$ cat src/rtl/uart_prog_loader_ctrl.sv
// Decodes host commands from framed UART words and streams a counted image into instruction memory.
// Latency: memory write issued 1 cycle after the word strobe; load_done rides on the final write.
// Backpressure: none; words are consumed on their rising word_end edge, stalls abort via timeout.
module uart_prog_loader_ctrl #(
    parameter int                ADDR_W         = 10,
    parameter logic [ADDR_W-1:0] BASE_ADDR      = '0,
    parameter int                TIMEOUT_CYCLES = 1000000,
    parameter int                CPU_RST_CYCLES = 4
) (
    input  logic              clk,
    input  logic              reset,
    input  logic [31:0]       word_in,
    input  logic              word_end,
    input  logic              err_clr,
    output logic              mem_we,
    output logic [ADDR_W-1:0] mem_addr,
    output logic [31:0]       mem_wdata,
    output logic              cpu_run,
    output logic              cpu_rst,
    output logic              busy,
    output logic              load_done,
    output logic              err
);

    localparam int TW = $clog2(TIMEOUT_CYCLES + 1);
    localparam int RW = $clog2(CPU_RST_CYCLES + 1);

    localparam logic [TW-1:0]     TO_LAST  = TW'(TIMEOUT_CYCLES - 1);
    localparam logic [TW-1:0]     TO_ONE   = TW'(1);
    localparam logic [RW-1:0]     RST_LAST = RW'(CPU_RST_CYCLES - 1);
    localparam logic [RW-1:0]     RST_ONE  = RW'(1);
    localparam logic [ADDR_W-1:0] ADDR_ONE = ADDR_W'(1);
    localparam logic [ADDR_W:0]   CNT_ONE  = (ADDR_W+1)'(1);
    localparam logic [32:0]       MAX_LEN  = 33'(1) << ADDR_W;

    typedef enum logic [1:0] {
        IDLE      = 2'd0,
        GET_LEN   = 2'd1,
        LOAD      = 2'd2,
        RST_PULSE = 2'd3
    } state_t;

    state_t            state;
    logic              word_end_q;
    logic [ADDR_W:0]   cnt;
    logic [ADDR_W-1:0] addr;
    logic [TW-1:0]     tcnt;
    logic [RW-1:0]     rcnt;

    logic stb;
    logic timed_out;

    assign stb       = word_end & ~word_end_q;
    assign timed_out = (tcnt == TO_LAST);
    assign busy      = (state != IDLE);

    always_ff @(posedge clk) begin
        if (!reset) begin
            state      <= IDLE;
            word_end_q <= 1'b0;
            cnt        <= '0;
            addr       <= '0;
            tcnt       <= '0;
            rcnt       <= '0;
            mem_we     <= 1'b0;
            mem_addr   <= '0;
            mem_wdata  <= '0;
            cpu_run    <= 1'b0;
            cpu_rst    <= 1'b0;
            load_done  <= 1'b0;
            err        <= 1'b0;
        end else begin
            word_end_q <= word_end;
            mem_we     <= 1'b0;
            load_done  <= 1'b0;
            // Clear first so any set later in this cycle takes priority.
            if (err_clr)
                err <= 1'b0;

            case (state)
                IDLE: begin
                    if (stb) begin
                        case (word_in[7:0])
                            8'h01: begin
                                cpu_run <= 1'b0;
                                tcnt    <= '0;
                                state   <= GET_LEN;
                            end
                            8'h02: cpu_run <= 1'b1;
                            8'h03: cpu_run <= 1'b0;
                            8'h04: begin
                                cpu_rst <= 1'b1;
                                rcnt    <= '0;
                                state   <= RST_PULSE;
                            end
                            default: err <= 1'b1;
                        endcase
                    end
                end

                GET_LEN: begin
                    if (stb) begin
                        if (word_in == 32'd0) begin
                            load_done <= 1'b1;
                            state     <= IDLE;
                        end else if ({1'b0, word_in} > MAX_LEN) begin
                            err   <= 1'b1;
                            state <= IDLE;
                        end else begin
                            cnt   <= word_in[ADDR_W:0];
                            addr  <= BASE_ADDR;
                            tcnt  <= '0;
                            state <= LOAD;
                        end
                    end else if (timed_out) begin
                        err   <= 1'b1;
                        state <= IDLE;
                    end else begin
                        tcnt <= tcnt + TO_ONE;
                    end
                end

                LOAD: begin
                    if (stb) begin
                        mem_we    <= 1'b1;
                        mem_addr  <= addr;
                        mem_wdata <= word_in;
                        addr      <= addr + ADDR_ONE;
                        cnt       <= cnt - CNT_ONE;
                        tcnt      <= '0;
                        if (cnt == CNT_ONE) begin
                            load_done <= 1'b1;
                            state     <= IDLE;
                        end
                    end else if (timed_out) begin
                        err   <= 1'b1;
                        state <= IDLE;
                    end else begin
                        tcnt <= tcnt + TO_ONE;
                    end
                end

                RST_PULSE: begin
                    // Words arriving during the pulse are intentionally discarded.
                    if (rcnt == RST_LAST) begin
                        cpu_rst <= 1'b0;
                        state   <= IDLE;
                    end else begin
                        rcnt <= rcnt + RST_ONE;
                    end
                end

                default: state <= IDLE;
            endcase
        end
    end

endmodule
$ cat config.mk
export PLATFORM = sky130hd
export DESIGN_NAME = uart_prog_loader_ctrl
export DESIGN_NICKNAME = d
export VERILOG_FILES = /design/src/rtl/uart_prog_loader_ctrl.sv
export SDC_FILE = /design/constraint.sdc
export NUM_CORES = 1
export LEC_CHECK = 0
export ABC_AREA = 1
export CORE_MARGIN = 2
export CORE_UTILIZATION = 49
export CTS_BUF_LIST = sky130_fd_sc_hd__clkbuf_16
export DETAILED_ROUTE_END_ITERATION = 7
export PLACE_DENSITY = 0.76
export SLEW_MARGIN = 20
export SYNTH_ARGS = -nofsm -noshare
export SYNTH_HDL_FRONTEND = slang
export SYNTH_SLANG_ARGS = --single-unit
$ cat constraint.sdc
create_clock -name clk -period 1.8 [get_ports clk]
set_input_delay 0.36 -clock clk [delete_from_list [all_inputs] [get_ports clk]]
set_output_delay 0.36 -clock clk [all_outputs]
set_load 0.1 [all_outputs]
==> metrics.csv <==
stage;metric;value;unit
status;status;complete, but fails checks;
status;violations in the final reports;negative setup slack;
worst_setup_path;crit path max-delay cell type;clkdlybuf4s50_1;
power;total power;0.00468;W
synthesis;most common cell in the synthesized netlist;nor2_1;
hold_path;Hold Crit Class;input pin to register;
power;Leak Pwr;3.20;nW
synthesis;area fraction of the dominant cell type after synthesis;35.4;%
synthesis;#FFs+latches synth;94;
floorplanning;Die Wd;108;um
floorplanning;Core ar.;10700;um2
synthesis;synthesized area;5310;um2
drt;post-route ant nets;0;
timing;Setup WS post-layout;-0.00429;ns
power;Clock power frac;41.4;%
power;internal power;0.00344;W
finish;# diodes;0;
worst_setup_path;WP data arrival;2.08;ns
grt;busiest grt layer;met2;
worst_setup_path;Buf+Inv Stages, Crit Path;2;
power;combinational share of power;13.4;%
timing;Pins Over Slew Limit;0;
synthesis;Commonest cells post-synth;nor2_1, nand2_1, dfxtp_1, inv_1, o21ai_0;
worst_setup_path;WS Path Type;input pin to register;
clock_tree;Worst-path clk slew;0.07;ns
clock_tree;clk_lat worst skew;0.35;ns
synthesis;Yosys top cell by area;dfxtp_1;
timing;clk_skew;0.00702;ns
finish;share of cells above drive strength 1;24.3;%
synthesis;syn avg cell area;6.75;um2
worst_setup_path;slowest stage delay, CP;0.44;ns
drt;Routed Wire Length;16800;um
synthesis;top post-synthesis cells by area;dfxtp_1, nor2_1, nand2_1;
synthesis;FFs w/ async S/R, synth;0;%
grt;Congestion Overflow GR;0;
finish;Layout Utilization;72.2;%
drt;Vias per Instance;5.48;
synthesis;Main synth FF type;dfxtp_1;
placed_design;GP Congestion;0.945;
drt;via count;5803;
grt;first-pass GRT wire length;26700;um
worst_setup_path;CP endpoint kind;register;
timing;Final TNS setup;-0.00429;ns
finish;layout overhead on the synthesized area;45.4;%
placed_design;post-place setup slack;-0.467;ns
worst_setup_path;kind of cell adding the most delay to the critical path;simple AND/OR/NAND/NOR gates;
clock_tree;CTS HTree Levels;3;
drt;initial DRC count;603;
drt;drt wl/cell;15.9;um
placed_design;DP HPWL;11700;um
clock_tree;Post-CTS Hold Buffers;0;
synthesis;EDFF count, synth;0;
grt;gr usage total;28.9;%
floorplanning;Die Height;108;um
drt;Pre-antenna DRT Iters;5;
grt;M3 GR Usage;6.27;%
grt;vias in the first global route;5557;
worst_setup_path;reg-to-reg slack, setup;0.07;ns
timing;worst-margin pin slew;0.319;ns
drt;DRC;0;
power;switching share of power;26.6;%
timing;FMAX;0.554;GHz
grt;largest net degree at the start of global routing;45;
floorplanning;die area;11700;um2
timing;Hold WS;0.264;ns
worst_setup_path;CP cell instances;clkdlybuf4s50_1 -> nor2_2 -> nand2_2 -> nor2_4 -> nand2_2 -> nand2_4 -> nand3_4 -> nand3_4 -> nand2_4 -> buf_6 -> nand2_1 -> o21ai_1 -> nor2_1;
worst_setup_path;CP Data Required Time;2.08;ns
worst_setup_path;Crit Path Max Fanout;7;
clock_tree;Clock Tree Buf Depth;2;
floorplanning;boundary pin count;84;
synthesis;Syn Nets;833;
clock_tree;# clock sinks;94;
power;switching power total;0.00125;W
power;VDD IR-drop max;0.000508;V
grt;Global Route met2 Usage;44.9;%
floorplanning;site row count;38;
power;sequential share of power;45.2;%
timing;final worst path period need;1.80;ns
clock_tree;CTS tree;built;
power;PD cells;607;nW/um2
synthesis;library cells used by synthesis;44;
placed_design;I/O Buffers;83;
grt;antenna violations before repair;0;
synthesis;post-synthesis sequential area ratio;35.4;%
timing;final period utilization;100;%
timing;Finish-stage setup viols;1;
worst_setup_path;crit path launch type;input pin;
timing;Hold Vio Cnt, Final;0;
synthesis;Syn Inst Count;787;
clock_tree;CTS Buf Count;9;
clock_tree;CTS root buf;clkbuf_16;
finish;Final #Nets;959;
run;MaxCap Viol Count;0;
floorplanning;Initial Util;49.6;%
timing;Max-slew headroom;78.5;%
grt;GR Util met1;39.1;%
synthesis;synth warn;0;
metrics by stage:
step,instance area [um2],instances
6_report,7720,1058
2_1_floorplan,5340,787
4_1_cts,7490,1054
3_5_place_dp,7150,1036
3_3_place_gp,7150,1036
5_1_grt,7720,1058
worst min-delay path, stage by stage:
cell and delay (ns):
dlymetal6s2s_1 0.12, nand2_1 0.06, inv_1 0.05
timing repair:
| item | CTS | global route |
|---|---|---|
| gates cloned | 1 | 1 |
| pin swaps | 1 | 26 |
| gates resized for setup | 12 | 64 |
| setup endpoints to repair | 32 | 47 |
| buffers inserted | 1 | 3 |
| endpoints found under the hold margin | 0 | 0 |
path summary, 6_finish.rpt:
path,start,to,depth (start not counted)
min,word_end,word_end_q,3
max,word_in[6],tcnt[1],13
max reg2reg,tcnt[0],tcnt[1],13
min reg2reg,addr[3],addr[3],2
registers in the layout, indices dropped and copies added (netlist names):
register and count:
cnt 11, rcnt 3, cpu_run 1, err 1
addr 10, mem_wdata 32, word_end_q 1, cpu_rst 1
mem_we 1, tcnt 20, state 2, load_done 1
mem_addr 10
cells in the final DEF (no fill, tap or decap), types with 4 or more instances in the layout:
cell type,instances
nand2_4,4
nor2_2,15
dlymetal6s2s_1,19
nand2_2,9
buf_12,53
nand2_1,136
nor2_4,8
buf_4,58
a21oi_2,16
a31oi_1,4
a21oi_1,38
nor2_1,162
inv_2,4
clkdlybuf4s50_1,15
dfxtp_1,87
buf_6,6
dfxtp_2,4
inv_1,57
nand3_1,38
nand4_1,26
o21ai_0,54
clkbuf_16,10
nor4_1,7
xor2_1,9
nand3_2,14
ha_1,8
nor3_1,14
layer usage:
layer  part of all wire, %  vias to the layer above
met2                    47                      226
met1                    42                     2705
met3                   7.9                       42
li1                      -                     2830
met4                   2.8                        0
met5                     0                        -
cell families (layout without fill, tap and decap cells):
logic type,Yosys count,count (layout),share of synthesized area (%)
adders and majority gates,10,10,2.36
AOI/OAI and AO/OA,123,123,13.0
and+or+nand+nor,448,448,38.6
buffers and inverters,100,231,8.60
DFF,94,94,35.4
xor gates and xnor gates,12,12,1.98
power by group through the flow:
stage          logic, W  registers (W)  clock network [W]
2_1_floorplan  0.000248        0.00223                  0
3_3_place_gp   0.000581        0.00217                  0
3_5_place_dp   0.000590        0.00217                  0
4_1_cts        0.000602        0.00212            0.00196
5_1_grt        0.000670        0.00212            0.00204
6_report       0.000626        0.00212            0.00194
area by class of cell:
| type | instances | area (um2) |
|---|---|---|
| sequential | 94 | 1900 |
| inverter | 61 | 233 |
| fill | 836 | 2980 |
| tap | 140 | 175 |
| clock inverter | 7 | 72.6 |
| multi-input combinational | 593 | 3120 |
| timing repair buffer | 154 | 2000 |
| clock buffer | 9 | 225 |
Note: power is estimated with default switching activity, not from simulation.
